<file path="config.mk">
export PLATFORM = sky130hd
export DESIGN_NAME = multicycle_ctrl
export DESIGN_NICKNAME = d
export VERILOG_FILES = /design/src/rtl/multicycle_ctrl.sv
export SDC_FILE = /design/constraint.sdc
export NUM_CORES = 1
export LEC_CHECK = 0
export BUFFER_PORTS_ARGS = -buffer_cell sky130_fd_sc_hd__buf_2
export CAP_MARGIN = 20
export CORE_MARGIN = 4
export CORE_UTILIZATION = 35
export DETAILED_ROUTE_END_ITERATION = 10
export HOLD_SLACK_MARGIN = 0.1
export SLEW_MARGIN = 20
export SYNTH_ARGS = -nofsm -noshare
export SYNTH_HDL_FRONTEND = slang
export SYNTH_SLANG_ARGS = --single-unit
</file>
<file path="constraint.sdc">
create_clock -name clk -period 4.55 [get_ports clk]
set_clock_uncertainty 0.2 [all_clocks]
set_input_delay 0.455 -clock clk [delete_from_list [all_inputs] [get_ports clk]]
set_output_delay 0.455 -clock clk [all_outputs]
set_load 0.02 [all_outputs]
</file>
<file path="src/rtl/multicycle_ctrl.sv">
// Multicycle MIPS control sequencer: splits each instruction into 3-5 steps and drives datapath enables/selects.
// Optional feature macro: MULTICYCLE_CTRL_JUMP_EN (adds the JUMP state for opcode 000010).
module multicycle_ctrl #(
  parameter int unsigned MEM_WAIT_MAX = 15
) (
  input  logic       clk,
  input  logic       rst_n,
  input  logic [5:0] opcode,
  input  logic       alu_zero,
  input  logic       mem_ready,
  output logic       pc_write,
  output logic       ir_write,
  output logic       i_or_d,
  output logic       mem_read,
  output logic       mem_write,
  output logic       reg_dst,
  output logic       mem_to_reg,
  output logic       reg_write,
  output logic       alu_src_a,
  output logic [1:0] alu_src_b,
  output logic [1:0] alu_op,
  output logic [1:0] pc_source,
  output logic [3:0] state,
  output logic       instr_done,
  output logic       illegal_op,
  output logic       mem_timeout
);

  localparam logic [3:0] S_IDLE     = 4'd0;
  localparam logic [3:0] S_FETCH    = 4'd1;
  localparam logic [3:0] S_DECODE   = 4'd2;
  localparam logic [3:0] S_MEM_ADDR = 4'd3;
  localparam logic [3:0] S_MEM_RD   = 4'd4;
  localparam logic [3:0] S_MEM_WB   = 4'd5;
  localparam logic [3:0] S_MEM_WR   = 4'd6;
  localparam logic [3:0] S_EXEC_R   = 4'd7;
  localparam logic [3:0] S_R_WB     = 4'd8;
  localparam logic [3:0] S_BRANCH   = 4'd9;
  localparam logic [3:0] S_ADDI_EX  = 4'd10;
  localparam logic [3:0] S_ADDI_WB  = 4'd11;
`ifdef MULTICYCLE_CTRL_JUMP_EN
  localparam logic [3:0] S_JUMP     = 4'd12;
  localparam logic [5:0] OP_J       = 6'b000010;
`endif

  localparam logic [5:0] OP_R    = 6'b000000;
  localparam logic [5:0] OP_LW   = 6'b100011;
  localparam logic [5:0] OP_SW   = 6'b101011;
  localparam logic [5:0] OP_BEQ  = 6'b000100;
  localparam logic [5:0] OP_ADDI = 6'b001000;

  localparam logic [7:0] WAIT_LAST = 8'(MEM_WAIT_MAX - 1);

  logic [3:0] state_q, state_d;
  logic [7:0] wait_q, wait_d;
  logic       illegal_q, illegal_d;
  logic       timeout_q, timeout_d;
  logic       mem_state;
  logic       timeout;
  logic       illegal_dec;

  assign mem_state = (state_q == S_FETCH) || (state_q == S_MEM_RD) || (state_q == S_MEM_WR);
  // Abort on the stall cycle that would bring the counter to MEM_WAIT_MAX.
  assign timeout   = mem_state && !mem_ready && (wait_q == WAIT_LAST);

  always_comb begin
    illegal_dec = 1'b1;
    if (state_q == S_DECODE) begin
      case (opcode)
        OP_R, OP_LW, OP_SW, OP_BEQ, OP_ADDI: illegal_dec = 1'b0;
`ifdef MULTICYCLE_CTRL_JUMP_EN
        OP_J:                                illegal_dec = 1'b0;
`endif
        default:                             illegal_dec = 1'b1;
      endcase
    end else begin
      illegal_dec = 1'b0;
    end
  end

  always_ff @(posedge clk or negedge rst_n) begin
    if (!rst_n) begin
      state_q   <= S_IDLE;
      wait_q    <= 8'd0;
      illegal_q <= 1'b0;
      timeout_q <= 1'b0;
    end else begin
      state_q   <= state_d;
      wait_q    <= wait_d;
      illegal_q <= illegal_d;
      timeout_q <= timeout_d;
    end
  end

  always_comb begin
    state_d   = state_q;
    illegal_d = illegal_q | illegal_dec;
    timeout_d = timeout_q | timeout;
    case (state_q)
      S_IDLE:   state_d = S_FETCH;
      S_FETCH:  state_d = (mem_ready && !timeout) ? S_DECODE : S_FETCH;
      S_DECODE: begin
        case (opcode)
          OP_R:         state_d = S_EXEC_R;
          OP_LW, OP_SW: state_d = S_MEM_ADDR;
          OP_BEQ:       state_d = S_BRANCH;
          OP_ADDI:      state_d = S_ADDI_EX;
`ifdef MULTICYCLE_CTRL_JUMP_EN
          OP_J:         state_d = S_JUMP;
`endif
          default:      state_d = S_FETCH;
        endcase
      end
      S_MEM_ADDR: state_d = (opcode == OP_LW) ? S_MEM_RD : S_MEM_WR;
      S_MEM_RD: begin
        if (timeout)        state_d = S_FETCH;
        else if (mem_ready) state_d = S_MEM_WB;
      end
      S_MEM_WB:  state_d = S_FETCH;
      S_MEM_WR:  if (timeout || mem_ready) state_d = S_FETCH;
      S_EXEC_R:  state_d = S_R_WB;
      S_R_WB:    state_d = S_FETCH;
      S_BRANCH:  state_d = S_FETCH;
      S_ADDI_EX: state_d = S_ADDI_WB;
      S_ADDI_WB: state_d = S_FETCH;
`ifdef MULTICYCLE_CTRL_JUMP_EN
      S_JUMP:    state_d = S_FETCH;
`endif
      default:   state_d = S_IDLE;
    endcase

    // A timed-out FETCH loops back to itself, so state change alone cannot restart the counter.
    wait_d = wait_q;
    if (timeout || (state_d != state_q)) wait_d = 8'd0;
    else if (mem_state && !mem_ready)    wait_d = wait_q + 8'd1;
  end

  always_comb begin
    pc_write   = 1'b0;
    ir_write   = 1'b0;
    i_or_d     = 1'b0;
    mem_read   = 1'b0;
    mem_write  = 1'b0;
    reg_dst    = 1'b0;
    mem_to_reg = 1'b0;
    reg_write  = 1'b0;
    alu_src_a  = 1'b0;
    alu_src_b  = 2'b00;
    alu_op     = 2'b00;
    pc_source  = 2'b00;
    instr_done = 1'b0;
    case (state_q)
      S_FETCH: begin
        mem_read  = 1'b1;
        alu_src_b = 2'b01;
        ir_write  = mem_ready;
        pc_write  = mem_ready;
      end
      S_DECODE: begin
        alu_src_b  = 2'b11;
        instr_done = illegal_dec;
      end
      S_MEM_ADDR: begin
        alu_src_a = 1'b1;
        alu_src_b = 2'b10;
      end
      S_MEM_RD: begin
        mem_read = 1'b1;
        i_or_d   = 1'b1;
      end
      S_MEM_WB: begin
        reg_write  = 1'b1;
        mem_to_reg = 1'b1;
        instr_done = 1'b1;
      end
      S_MEM_WR: begin
        mem_write  = !timeout;
        i_or_d     = 1'b1;
        instr_done = mem_ready;
      end
      S_EXEC_R: begin
        alu_src_a = 1'b1;
        alu_op    = 2'b10;
      end
      S_R_WB: begin
        reg_write  = 1'b1;
        reg_dst    = 1'b1;
        instr_done = 1'b1;
      end
      S_BRANCH: begin
        alu_src_a  = 1'b1;
        alu_op     = 2'b01;
        pc_source  = 2'b01;
        pc_write   = alu_zero;
        instr_done = 1'b1;
      end
      S_ADDI_EX: begin
        alu_src_a = 1'b1;
        alu_src_b = 2'b10;
      end
      S_ADDI_WB: begin
        reg_write  = 1'b1;
        instr_done = 1'b1;
      end
`ifdef MULTICYCLE_CTRL_JUMP_EN
      S_JUMP: begin
        pc_source  = 2'b10;
        pc_write   = 1'b1;
        instr_done = 1'b1;
      end
`endif
      default: ;
    endcase
  end

  assign state       = state_q;
  assign illegal_op  = illegal_q;
  assign mem_timeout = timeout_q;

endmodule

</file>
Word level (Yosys, flattened, before mapping)
Index checks and enable logic that the tools add are counted.
- memory bits (writable): 0
- word-level logic and storage cells: 69
- register bits: 14
- output and inout bits: 22
- input port bits: 10
- latch bits: 0
- ROM bits: 0
- memories kept: 0
- $add $sub $neg: 1
- bitwise gates (word level): 2
- magnitude comparators: 0
- reductions and logical operators: 21
- $mul: 0
- eq/ne operators: 17
- muxes and demuxes: 24
- shifts and indexed selects: 0
- div/mod/pow operators: 0
- operator list (cell ; number):
    one-hot mux 4 bit (8 select lines) ; 1
    equality test 4 x 3 -> 1 bit (second input constant) ; 4
    equality test 4 bit (second input constant) ; 4
    two-way mux 8 bit ; 2
    one-hot mux 4 bit (4 select lines) ; 1
    equality test 6 bit (second input constant) ; 2
    two-way mux 4 bit ; 3
    two-way mux 1 bit ; 11
    OR reduction 5 bit ; 2
    adder 8 x 1 -> 8 bit (second input constant) ; 1
    equality test 4 x 2 -> 1 bit (second input constant) ; 2
    equality test 8 x 4 -> 1 bit (second input constant) ; 1
    OR reduction 2 bit ; 4
    OR reduction 4 bit ; 2
    equality test 6 x 3 -> 1 bit (second input constant) ; 1
    equality test 6 x 4 -> 1 bit (second input constant) ; 1
    zero test 6 bit ; 1
    one-hot mux 2 bit (3 select lines) ; 1
    equality test 4 x 1 -> 1 bit (second input constant) ; 1
    zero test 4 bit ; 1
    logical OR 1 bit ; 4
    two-way mux 2 bit ; 2
    inequality test 4 bit ; 1
    one-hot mux 2 bit (2 select lines) ; 1
    other kinds (7) ; 11

Logic depth before layout (Yosys ltp)
Gate-level depths: netlist of run 1.
- depth after elaboration: 12
- gate-level depth with buffers: 8
- depth with buffers taken out: 7

Least setup slack after synthesis of run 1
Ideal clock, no wire load.
- path kind: flip-flop to output port
- from: register state_q[0], in the netlist state[0]
- to: output pc_write
- path buffers: 2
- setup slack: 2.117 ns
- cell stages (with the launch flop): 7
- arrival: 1.778 ns
- required time: 3.895 ns
- cells stage by stage: dfrtp_1 > buf_2 > buf_1 > inv_1 > nor2_1 > and3_1 > a21o_1
- longest elaborated chain between the ends: 2
- elaborated cells between the ends (all ways): 3
- classes of those cells: 2 x eq/ne; 1 x mux
- RTL lines (element ; RTL line ; text):
    from (decl) ; 54 ; logic [3:0] state_q, state_d;
    from (signal assigned) ; 88 ; state_q <= state_d;
    equality test 4 bit / equality test 4 x 1 -> 1 bit (equally long branches) ; 152 ; case (state_q)
    one-hot mux 1 bit (2 select lines) * ; 152 ;
    to (decl) ; 11 ; output logic pc_write,
Every way passes the cells marked *; elsewhere a longest branch is shown, timed or not.

Worst setup path after layout of run 1
- from: register state_q[0], in the netlist state[0]
- to: output mem_write
- longest elaborated chain between the ends: 7
- elaborated cells between the ends (all ways): 9
- classes of those cells: 3 x eq/ne; 1 x mux; 5 x reduce/logical
- RTL lines (element ; RTL line ; text):
    equality test 4 x 1 -> 1 bit / equality test 4 x 3 -> 1 bit (equally long branches) ; 62 ; assign mem_state = (state_q == S_FETCH) || (state_q == S_MEM_RD) || (state_q == S_MEM_WR);
    logical OR 1 bit (2 in series) ; 62 ;
    logical AND 1 bit (2 in series) ; 64 ; assign timeout = mem_state && !mem_ready && (wait_q == WAIT_LAST);
    zero test 1 bit ; 177 ; mem_write = !timeout;
    two-way mux 1 bit * ; 152 ;
    to (decl) ; 15 ; output logic mem_write,
Marked as above.

==> results.txt, run 1 <==
During synthesis, Yosys emitted a total of 0 warnings. The vertical extent of the die is 64.5 um. After global routing the overflow that remains totals 0.

Along the worst hold path, the cell count comes to 1. The register-to-register path setup slack is 2040 ps. In the final routed layout, each cell accounts on average for 12.6 um. The area of the multi-input gates is 699 um^2. The power density normalized to cell area is 600 nW/um^2. The sink count of the clock tree is 14. The largest total area in the synthesized netlist belongs to sky130_fd_sc_hd__dfrtp_1. The CTS buffer count came out at 3. The number of cells on the worst reg-to-reg path is 6. The placement-stage worst setup slack came out at 1820 ps. The final net count came out at 174. The data required time at the worst endpoint is 3890 ps.

The number of gates resized after cts is 0. By area the synthesized netlist is led by sky130_fd_sc_hd__dfrtp_1, sky130_fd_sc_hd__nor2_1, sky130_fd_sc_hd__xor2_1. The area of the die is 4160 um^2. Setup repair after global routing left no endpoint under its margin.

The actual slew at the worst max-slew pin is 642 ps. The synthesized netlist occupies a cell area of 1120 um^2. The total routed wirelength came out at 2580 um. The total of hold buffers inserted after clock tree synthesis came out at 1. The worst setup path is captured at a primary output. On the critical path, the stage with the largest delay is an instance of sky130_fd_sc_hd__dfrtp_1. After clock tree synthesis, the clock-pin slew on the worst setup and hold paths is 90 ps.

The via count is 1058. The run finished with clean final reports. The worst setup path is of the flop to primary output kind.

The number of global-route vias before repair was 1028. The reported max-cap violation count came out at 0. Entering global routing, the biggest net connects 23 pins. The top achievable clock speed is 0.330 GHz. The proportion of synthesized chip area in sequential cells is 31.4%. The length of the first detailed-routing pass in iterations came out at 4. The startpoint identified for the worst hold timing path is mem_timeout. The wire-length estimate of the detail-placed layout is 2040 um.

The core region is 3050 um^2. The path with the worst hold slack has its endpoint at mem_timeout. The signal on the critical path passes through or3b_4, a211oi_4, and2_1, nor3_1, buf_2. The critical-path maximum fanout is 22. The area added between synthesis and finish came out at 17.5%. The worst register-to-register path begins at state[0]. Setup violations remaining at the end of the flow were counted as 0. STA classifies the critical path startpoint as a flop. The ratio of cells with drive above 1 in the final layout came out at 27.3%. Of the post-synthesis cell area, the dominant cell type holds 31.4%. The number of flip-flops and latches in the synthesized netlist is 14.

The number of placed I/O pins came out at 32. The overall global routing resource usage is 12.7%. The delay contributed by the slowest stage of the critical path came out at 760 ps. Measured along the x axis, the die boundary spans 64.5 um. The worst-case IR drop observed on VDD is 0.218 mV. The initial core utilization is 36.6%. The static leakage came out at 0.000591 uW. The count of unique library cells instantiated by Yosys came out at 47. Counting along the longest clock path gives a buffer depth of 2.

Across the whole layout, storage elements account for 350 um^2. Input and output buffers added on the ports amount to 30. The clock network latency to the later pin of the worst-skew pair is 270 ps. The final worst hold slack is 277 ps.

In this run the number of H-tree levels came out at 1. The first-pass GRT wire length came out at 4330 um. The routability congestion estimate from global placement is 0.793.

The number of antenna violations at the first check in global routing came out at 0. The worst pin sits at a relative slew slack of 57.2%. Synthesis produced 135 cells. The clock period could shrink to 3030 ps.

The number of nets handed over by synthesis was 147. The final critical path takes up 66.7% of the cycle. The starting DRC count in detailed routing is 76. The vias per cell came out at 5.16. Setup total negative slack on the finished layout was measured at 0 ps. The total DRC errors in the routed layout is 0. The cell chosen for the clock root is sky130_fd_sc_hd__clkbuf_4.

The endpoint identified for the worst register-to-register timing path is wait_q[4]. 0 antenna diodes ended up in the layout. Counting the fill cells in the layout gives 311. The setup fix buffers added after clock tree synthesis is 0. The smallest setup slack after layout came out at 1520 ps. Averaged over all synthesized cells, the footprint is 8.28 um^2.

The arrival time of the worst setup path is 2380 ps. The TritonCTS clock tree is done. The total number of placement rows is 20. The number of routed nets with antenna violations came out at 0. The count of final max-slew check failures is 0.

The path class of the tightest hold or removal check is flop to flop. The number of endpoints with negative hold slack in the final report is 0.
-- critical path, delay by kind of cell, from the launching register on --
kind,cells,cell delay [ps]
DFF,1,760
buffers and inverters,1,170
AOI/OAI and AO/OA,1,400
and+or+nand+nor,3,770
-- registers in the layout, summed over array words and instances (netlist names) --
signal,cells
illegal_op,1
mem_timeout,1
wait_q,8
state,4
-- cells in the final DEF, fill, tap and decap left out, types with 2 or more instances in the layout --
master,n
sky130_fd_sc_hd__a21oi_1,6
sky130_fd_sc_hd__buf_2,30
sky130_fd_sc_hd__and2_1,2
sky130_fd_sc_hd__clkbuf_4,3
sky130_fd_sc_hd__nor4_1,2
sky130_fd_sc_hd__o211ai_1,2
sky130_fd_sc_hd__inv_1,3
sky130_fd_sc_hd__dfrtp_1,14
sky130_fd_sc_hd__or2_2,2
sky130_fd_sc_hd__and3_1,3
sky130_fd_sc_hd__o21ai_0,6
sky130_fd_sc_hd__nand3_1,7
sky130_fd_sc_hd__ha_1,2
sky130_fd_sc_hd__xor2_1,6
sky130_fd_sc_hd__nand2_1,10
sky130_fd_sc_hd__xnor2_1,3
sky130_fd_sc_hd__a2111o_1,2
sky130_fd_sc_hd__nor2_1,20
sky130_fd_sc_hd__o22ai_1,3
sky130_fd_sc_hd__nand2b_1,6
sky130_fd_sc_hd__nor3_1,4
-- synth_stat cells (all sizes together) --
master	instances
ha	2
o22ai	3
nor3	4
nand2	10
nor2b	1
or2b	1
nand2b	6
a2111o	2
xor2	6
o211ai	2
o21ai	6
inv	3
nand3	7
or4	1
nand4b	1
a21oi	7
o2111ai	1
o21bai	1
a21o	1
a211oi	2
dfrtp	14
nand3b	1
nor2	21
conb	1
clkbuf	1
or2	2
o22a	1
a2bb2oi	1
buf	8
and3	4
xnor2	3
o31a	1
and2	2
a31o	1
nor4	2
a221o	1
a31oi	1
a21boi	1
o31ai	1
or3b	1
-- cell type report --
class / count / share of cell area (%)
Multi-Input combinational cell: 109 / 53.3
Sequential cell: 14 / 26.7
Timing Repair Buffer: 31 / 12.2
Tap cell: 44 / 4.19
Clock buffer: 4 / 2.76
Inverter: 3 / 0.858
-- metrics by stage --
step | instance area [um^2] | instances | power (uW) | utilization (%)
6_report | 1310 | 205 | 788 | 43.0
5_1_grt | 1310 | 205 | 853 | 43.0
4_1_cts | 1310 | 205 | 793 | 43.0
3_5_place_dp | 1270 | 200 | 703 | 41.5
3_3_place_gp | 1270 | 200 | 698 | 41.5
2_1_floorplan | 1120 | 135 | 591 | -
-- power breakdown --
group,internal (uW),switching [uW],total [uW]
clock,48.6,39.1,87.7
combinational,191,296,487
sequential,144,68.8,213
-- cell families (layout without fill, tap and decap cells) --
kind of cell / count (synthesis) / after routing / synth area share (%)
xor+xnor: 9 / 9 / 7.06
other cells: 1 / 1 / 0.336
fa+ha+maj: 2 / 2 / 2.24
flops: 14 / 14 / 31.4
simple gates: 64 / 64 / 29.7
compound gates: 33 / 33 / 23.3
buf+inv: 12 / 38 / 6.05
-- worst max-delay path by stage --
| stage | start | end | slack [ps] | depth (start not counted) |
|---|---|---|---|---|
| 4_1_cts | state[0] | mem_write | 1500 | 5 |
| 5_1_grt | state[0] | mem_write | 1330 | 5 |
| 3_3_place_gp | state[0] | mem_write | 1860 | 5 |
| 6_report | state[0] | mem_write | 1520 | 5 |
| 3_5_place_dp | state[0] | mem_write | 1820 | 5 |
| 2_1_floorplan | state[0] | pc_write | 2120 | 6 |
-- layer usage --
metal / vias up / part of all wire (%) / GRT usage [%]
met5: - / 0 / 0
met4: 0 / 0.97 / 4.75
met3: 4 / 6.7 / 2.43
met2: 32 / 46 / 23.2
met1: 490 / 46 / 14.5
li1: 532 / - / -
No activity file was read; power rests on OpenSTA's default activity.
==> run 2: changes to the inputs <==
--- a/config.mk
+++ b/config.mk
@@ -5,6 +5,7 @@
 export SDC_FILE = /design/constraint.sdc
 export NUM_CORES = 1
 export LEC_CHECK = 0
+export ABC_AREA = 1
 export BUFFER_PORTS_ARGS = -buffer_cell sky130_fd_sc_hd__buf_2
 export CAP_MARGIN = 20
 export CORE_MARGIN = 4
==> constraint.sdc (replaced) <==
create_clock -name clk -period 3.15 [get_ports clk]
set_clock_uncertainty 0.2 [all_clocks]
set_input_delay 0.315 -clock clk [delete_from_list [all_inputs] [get_ports clk]]
set_output_delay 0.315 -clock clk [all_outputs]
set_load 0.02 [all_outputs]
==> run 2 against run 1 <==
- non-clock buffer count unchanged
- combinational power increased by 24%
- routed wire length is 0.78% lower
- synthesized cell count up 16%
- global-route usage up 0.96 points
- critical endpoint is now instr_done
==> results.txt, run 2 <==
The first-pass GRT wire length came out at 4370 um (+1.1%). The share of flip-flops with an asynchronous set or reset after synthesis came out at 100% (unchanged). The placed instance count is 216 (+8.0%). The number of routed nets with antenna violations is 0 (unchanged). The smallest clock period supported by the final layout is computed as 2240 ps. STA classifies the critical path startpoint as a flop.

The count of unique library cells instantiated by Yosys is 26 (-45%). The share of Yosys cell area claimed by the top area cell type was 33.4% (+2.1 points). The maximum number of pins on one net before global-route repair came out at 15 (-35%). The register-to-register path setup slack is 1200 ps (-840 ps).

The vias per cell is 4.71 (-8.6%). The count of final max-slew check failures came out at 0 (unchanged). The data required time at the worst endpoint came out at 2630 ps (-1260 ps). By area the synthesized netlist is led by sky130_fd_sc_hd__dfrtp_1, sky130_fd_sc_hd__nand2_1, sky130_fd_sc_hd__nor2_1.

The cell chosen for the clock root is sky130_fd_sc_hd__clkbuf_4. The placement-stage worst setup slack came out at 1200 ps (-621 ps). The number of antenna violations at the first check in global routing is 0 (unchanged). The vertical extent of the die came to 62.7 um (-2.7%).

The area of the core region came out at 2810 um^2 (-8.1%). The top cell types in the final layout, fill and taps aside, are sky130_fd_sc_hd__nand2_1, sky130_fd_sc_hd__nor2_1, sky130_fd_sc_hd__buf_2. The ratio of cells with drive above 1 in the final layout was 26.3% (-1.0 points).

The reported max-cap violation count was 0 (unchanged). The number of standard cells in the layout, taps in and fillers out came out at 221 (+7.8%). The number of gates resized after cts was 0 (unchanged). The die width is 62.7 um (-2.7%). The total routed wirelength came out at 2560 um (-0.78%). The sink count of the clock tree is 14 (unchanged). The highest ir drop seen on vdd is 0.305 mV (+40%). The library cell used most frequently in the layout, excluding fill and tap cells, is sky130_fd_sc_hd__nand2_1. The critical path goes through nor2_1, inv_1, nor2_4, nand4_1, o2111ai_1, buf_2. The total of hold buffers inserted after clock tree synthesis is 1 (unchanged).

The delay contributed by the slowest stage of the critical path is 480 ps (-280 ps). The wire length per cell came to 11.6 um (-8.0%). The final net count is 203 (+17%). The share of the clock period used by the worst path after layout is 71.2%. The proportion of synthesized chip area in sequential cells came to 33.4% (+2.1 points). The synthesized area per cell came out at 6.68 um^2 (-19%). The static leakage is 0.000749 uW (+27%). The area of the die is 3940 um^2 (-5.4%). The length of the first detailed-routing pass in iterations came to 4 (unchanged).

wait_q holds more flip-flops than any other register. The arrival time of the worst setup path came to 1730 ps (-650 ps). The routability congestion estimate from global placement is 0.862 (+8.7%). The maximum number of buffers from clock root to sink is 2 (unchanged). The setup TNS is 0 ps (unchanged). The post-detailed-placement half-perimeter wirelength came out at 2120 um (+3.9%).

The count of buffers inserted at the top-level ports is 30 (unchanged). The number of levels in the clock H-tree came out at 1 (unchanged). The number of global-route vias before repair was 1002 (-2.5%).

The total number of placement rows is 19 (-5.0%). The total DRC errors in the routed layout was 0 (unchanged). Broken down by cell family, the worst path's largest delay share belongs to simple AND/OR/NAND/NOR gates. Sorting the synthesized cells by how often they occur yields sky130_fd_sc_hd__nand2_1, sky130_fd_sc_hd__nor2_1, sky130_fd_sc_hd__inv_1, sky130_fd_sc_hd__dfrtp_1, sky130_fd_sc_hd__nand3_1. sky130_fd_sc_hd__nand2_1 is the most common cell in the netlist. The path class of the tightest hold or removal check is input pin to flop. Setup repair after global routing left no endpoint under its margin. The final setup violation count came out at 0 (unchanged).

The flow ran to the end, and the final reports show no timing, DRC or antenna violations. The overall power is 991 uW (+26%). The final worst hold slack came out at 155 ps (-122 ps). The via count is 1042 (-1.5%).

The worst setup path is of the flop to primary output kind. The cell count after synthesis came out at 157 (+16%). The number of placed I/O pins came out at 32 (unchanged). The total of warnings raised by yosys is 0 (unchanged). The synthesized net count is 169 (+15%). The power density normalized to cell area is 781 nW/um^2 (+30%).

The starting DRC count in detailed routing is 52 (-32%). The count of inserted antenna diode cells is 0 (unchanged). The number of flip-flops in the largest register came out at 8 (unchanged). The post-synthesis cell area came out at 1050 um^2 (-6.2%). The setup fix buffers added after clock tree synthesis is 0 (unchanged). Based on the critical path, the design can be clocked at up to 0.446 GHz. The initial core utilization is 37.4% (+0.78 points). The TritonCTS clock tree is done. The overall global routing resource usage is 13.6% (+0.96 points). The clock network latency to the later pin of the worst-skew pair is 280 ps (about the same). For this run, the leading register cell type out of synthesis is sky130_fd_sc_hd__dfrtp_1. STA classifies the critical path endpoint as a primary output. The number of endpoints with negative hold slack in the final report came out at 0 (unchanged). The number of flip-flops and latches in the synthesized netlist is 14 (unchanged). The clock-pin slew on the worst setup and hold paths is 80 ps (about the same). The number of enable-type register cells in the synthesized netlist is 0 (unchanged).

The count of buffering cells on the critical path with inverters included is 2 (+1). The number of inserted filler cells in the final layout came out at 305 (-1.9%). The worst-path cell with the longest stage delay is sky130_fd_sc_hd__dfrtp_1. The area growth from synthesis to layout is 21.0%. The CTS buffer count is 3 (unchanged). The critical-path maximum fanout came out at 8 (-64%). The overall overflow remaining after global route came to 0 (unchanged). sky130_fd_sc_hd__dfrtp_1 takes more of the synthesized area than any other cell.

The smallest setup slack after layout is 907 ps (-610 ps).
## run 2: changes by cell type in the layout (fill, tap and decap cells not counted), moves of 4 or more
cell	before	now
sky130_fd_sc_hd__inv_1	3	26
sky130_fd_sc_hd__nand2_1	10	33
sky130_fd_sc_hd__nand2b_1	6	0
sky130_fd_sc_hd__nand3_1	7	11
sky130_fd_sc_hd__nand4_1	0	4
sky130_fd_sc_hd__nor2_1	20	30
sky130_fd_sc_hd__nor2_2	1	5
## run 2: area by class of cell
class	count	area [um^2]	share of cell area, %
Inverter	29	109	8.58
Sequential cell	14	350	27.6
Tap cell	31	38.8	3.06
Timing Repair Buffer	31	160	12.6
Clock buffer	4	36.3	2.86
Multi-Input combinational cell	112	574	45.3
## run 2: worst min-delay path: cells and delay by family
| family | cells | cell delay, ps |
|---|---|---|
| buffers and inverters | 1 | 100 |
| AND/OR/NAND/NOR | 1 | 80 |
| AO/OA/AOI/OAI | 1 | 100 |
## run 2: logic make-up after synthesis
group           count (synthesis)  share of synthesized area (%)
compound gates                 11                           6.56
xor+xnor                        6                           5.01
fa+ha+maj                       2                           2.39
buf+inv                        31                           11.8
flops                          14                           33.4
other cells                     1                          0.358
simple gates                   92                           40.5
## run 2: path summary, 6_finish.rpt
path / from / depth (start not counted) / end
worst max-delay path: state[2] / 6 / instr_done
worst min-delay path: mem_ready / 3 / state[0]
worst max register to register: state[2] / 11 / wait_q[5]
worst min register to register: illegal_op / 2 / illegal_op
max in group asynchronous: rst_n / 2 / state[0]
min in group asynchronous: rst_n / 2 / wait_q[4]
## run 2: per-stage QoR
stage                     util, %  cell area, um^2
after global placement       43.6             1220
after CTS                    45.2             1270
final                        45.2             1270
after global routing         45.2             1270
after detailed placement     43.6             1220
after floorplan                 -             1050
## run 2: power by group
group	switching, uW	total (uW)	internal, uW
registers	51.1	261	210
logic	412	604	192
clock network	56.1	126	70.3
total	519	991	472
## run 2: metal layers
layer	part of all wire [%]	GRT usage (%)
met5	0	0
met4	1.0	3.31
met3	5.4	3.78
met2	48	23.0
met1	46	17.1
==> run 3: changes to the inputs <==
--- a/config.mk
+++ b/config.mk
@@ -5,7 +5,7 @@
 export SDC_FILE = /design/constraint.sdc
 export NUM_CORES = 1
 export LEC_CHECK = 0
-export ABC_AREA = 1
+export ABC_AREA = 0
 export BUFFER_PORTS_ARGS = -buffer_cell sky130_fd_sc_hd__buf_2
 export CAP_MARGIN = 20
 export CORE_MARGIN = 4
==> constraint.sdc (replaced) <==
create_clock -name clk -period 2.3 [get_ports clk]
set_clock_uncertainty 0.2 [all_clocks]
set_input_delay 0.23 -clock clk [delete_from_list [all_inputs] [get_ports clk]]
set_output_delay 0.23 -clock clk [all_outputs]
set_load 0.02 [all_outputs]
==> run 3 against run 2 <==
- routed wire length grew 6.0%
- core utilization grew 1.1 points
- critical path depth shrank 1
- flip-flop and latch count is the same
- final cell count shrank 1.8%
- clock power grew 35%
- sequential share of layout area shrank 2.6 points
- non-clock buffer count grew 12
- global-route usage grew 0.32 points
- power grew 72%
- worst setup slack lost 820 ps
==> results.txt, run 3 (synthesis results as in run 1) <==
The flow ran to the end, and the final reports show no timing, DRC or antenna violations. The clock network latency to the later pin of the worst-skew pair is 270 ps (about the same). The root buffer cell chosen for the clock tree is sky130_fd_sc_hd__clkbuf_4. Derived from the worst setup path, the maximum achievable clock frequency is 0.452 GHz. Leaving out fill and tap cells, the most frequent cell in the layout is sky130_fd_sc_hd__buf_2. The final net count is 186 (-8.4%). The sink count of the clock tree was 14 (unchanged).

The number of placed I/O pins came to 32 (unchanged). The count of final max-slew check failures is 0 (unchanged). The worst reg2reg path depth is 7 (-4).

The area of the die is 4160 um^2 (+5.7%). The register-to-register path setup slack came out at 220 ps (-980 ps). The total DRC errors in the routed layout came out at 0 (unchanged).

The data required time at the worst endpoint came out at 1870 ps (-760 ps). The worst setup path is of the flop to primary output kind. More flip-flops sit in one register than any other, and that register is wait_q.

The endpoint of the lowest-slack register-to-register path is wait_q[1]. The beginning of the worst hold path is opcode[4]. The final setup violation count came to 0 (unchanged). The critical-path maximum fanout came out at 9 (+1). Setup repair after global routing could not meet its margin everywhere. STA classifies the critical path startpoint as a flop. The power density normalized to cell area came out at 1210 nW/um^2 (+54%).

The first-pass GRT wire length is 4790 um (+9.5%). The number of endpoints with negative hold slack in the final report is 0 (unchanged). The smallest clock period supported by the final layout is computed as 2210 ps. From synthesis to final layout, the design area changed by 26.5%. The routability congestion estimate from global placement is 0.868 (+0.73%). The overall global routing resource usage came to 14.0% (+0.32 points). The static leakage came out at 0.000649 uW (-13%). The maximum number of pins on one net before global-route repair came out at 15 (unchanged). The number of levels in the clock H-tree came out at 1 (unchanged). The maximum number of buffers from clock root to sink is 2 (unchanged). The vertical extent of the die is 64.5 um (+2.8%). The vias per cell is 5.19 (+10%). The share of the clock period used by the worst path after layout is 96.1%. The total routed wirelength is 2710 um (+6.0%).

The final worst hold slack is 138 ps (-17.2 ps). The highest ir drop seen on vdd came out at 0.526 mV (+72%). The arrival time of the worst setup path is 1780 ps (+50 ps). The number of routed nets with antenna violations was 0 (unchanged). The reported max-cap violation count was 0 (unchanged). The number of antenna violations at the first check in global routing is 0 (unchanged). In this run the worst hold path is classified as input pin to flop. The setup TNS was 0 ps (unchanged). The overall overflow remaining after global route is 0 (unchanged). The total number of placement rows came out at 20 (+1).

The wire length per cell is 12.5 um (+7.9%). The CTS buffer count came out at 3 (unchanged). The number of flip-flops in the largest register is 8 (unchanged). The number of inserted filler cells in the final layout was 315 (+3.3%).

The overall power came to 1710 uW (+72%). The ratio of cells with drive above 1 in the final layout is 35.3% (+8.9 points). The number of global-route vias before repair is 1076 (+7.4%). The area of the core region is 3050 um^2 (+8.8%). The die width is 64.5 um (+2.8%). The clock-pin slew on the worst setup and hold paths is 80 ps (about the same). TritonCTS built the clock tree. The starting DRC count in detailed routing is 64 (+23%). The length of the first detailed-routing pass in iterations came out at 5 (+1).

The number of cells traversed by the worst hold path came out at 3 (unchanged). The count of buffers inserted at the top-level ports came out at 30 (unchanged). The worst min-delay path endpoint is illegal_op. The via count is 1126 (+8.1%). The initial core utilization came out at 36.6% (-0.78 points). The post-detailed-placement half-perimeter wirelength came to 2150 um (+1.7%). The worst register-to-register path begins at wait_q[0]. The count of inserted antenna diode cells came to 0 (unchanged).

The endpoint kind of the worst setup timing path is a primary output. In the layout the commonest cells are sky130_fd_sc_hd__buf_2, sky130_fd_sc_hd__nor2_1, sky130_fd_sc_hd__buf_4.
run 3: changes by cell type in the layout (fill, tap and decap cells not counted), moves of 4 or more:
cell | before | now
sky130_fd_sc_hd__nand2b_1 | 0 | 6
sky130_fd_sc_hd__nand2_1 | 33 | 10
sky130_fd_sc_hd__nand3_1 | 11 | 7
sky130_fd_sc_hd__nor2_1 | 30 | 20
sky130_fd_sc_hd__inv_1 | 26 | 3
sky130_fd_sc_hd__nor2_2 | 5 | 1
sky130_fd_sc_hd__nand4_1 | 4 | 0
sky130_fd_sc_hd__buf_4 | 0 | 12
run 3: worst max path at each step:
stage,startpoint,endpoint,slack (ps),cells past startpoint
3_5_place_dp,state[2],mem_write,110,5
6_report,state[0],mem_write,90,5
3_3_place_gp,state[2],mem_write,140,5
2_1_floorplan,state[0],pc_write,90,6
4_1_cts,state[0],mem_write,3,5
5_1_grt,state[1],mem_write,-10,5
run 3: through the flow:
stage          std cells  utilization, %  setup slack, ps  cell area (um^2)
2_1_floorplan        135               -             91.6              1120
3_3_place_gp         210            43.9              139              1340
3_5_place_dp         210            43.9              113              1340
4_1_cts              216            45.9             2.93              1400
5_1_grt              217            46.3            -12.9              1410
6_report             217            46.3             90.0              1410
run 3: area by class of cell:
class                           count  area, um^2  share of cell area, %
Multi-Input combinational cell    109         707                   50.0
Timing Repair Buffer               43         250                   17.7
Inverter                            3        11.3                  0.796
Clock buffer                        4        36.3                   2.57
Sequential cell                    14         354                   25.0
Tap cell                           44        55.1                   3.89
run 3: worst max-delay path, stage by stage, from the launching register on:
cell and delay (ps):
sky130_fd_sc_hd__dfrtp_2 450, sky130_fd_sc_hd__or3b_4 410, sky130_fd_sc_hd__a211oi_4 240, sky130_fd_sc_hd__and2_4 200
sky130_fd_sc_hd__nor3_1 50, sky130_fd_sc_hd__buf_2 160
run 3: layer usage:
layer	wire length [um]	vias to the layer above	part of all wire (%)	global-route usage (%)
met4	0	0	0	3.17
met1	1290	544	47	17.5
li1	-	556	-	-
met2	1290	26	47	25.0
met5	0	-	0	0
met3	139	0	5.1	2.25
run 3: timing repair:
item                       4_1_cts  5_1_grt
hold endpoints to repair        14        0
pin swaps                        0        1
buffers inserted                 1        1
gates resized for setup          4        1
setup endpoints to repair        1        2
hold buffers                     1        0
run 3: where the power goes:
| group | total (uW) | internal (uW) | switching, uW |
|---|---|---|---|
| clock | 170 | 96.0 | 73.5 |
| combinational | 1180 | 484 | 701 |
| sequential | 352 | 292 | 59.4 |
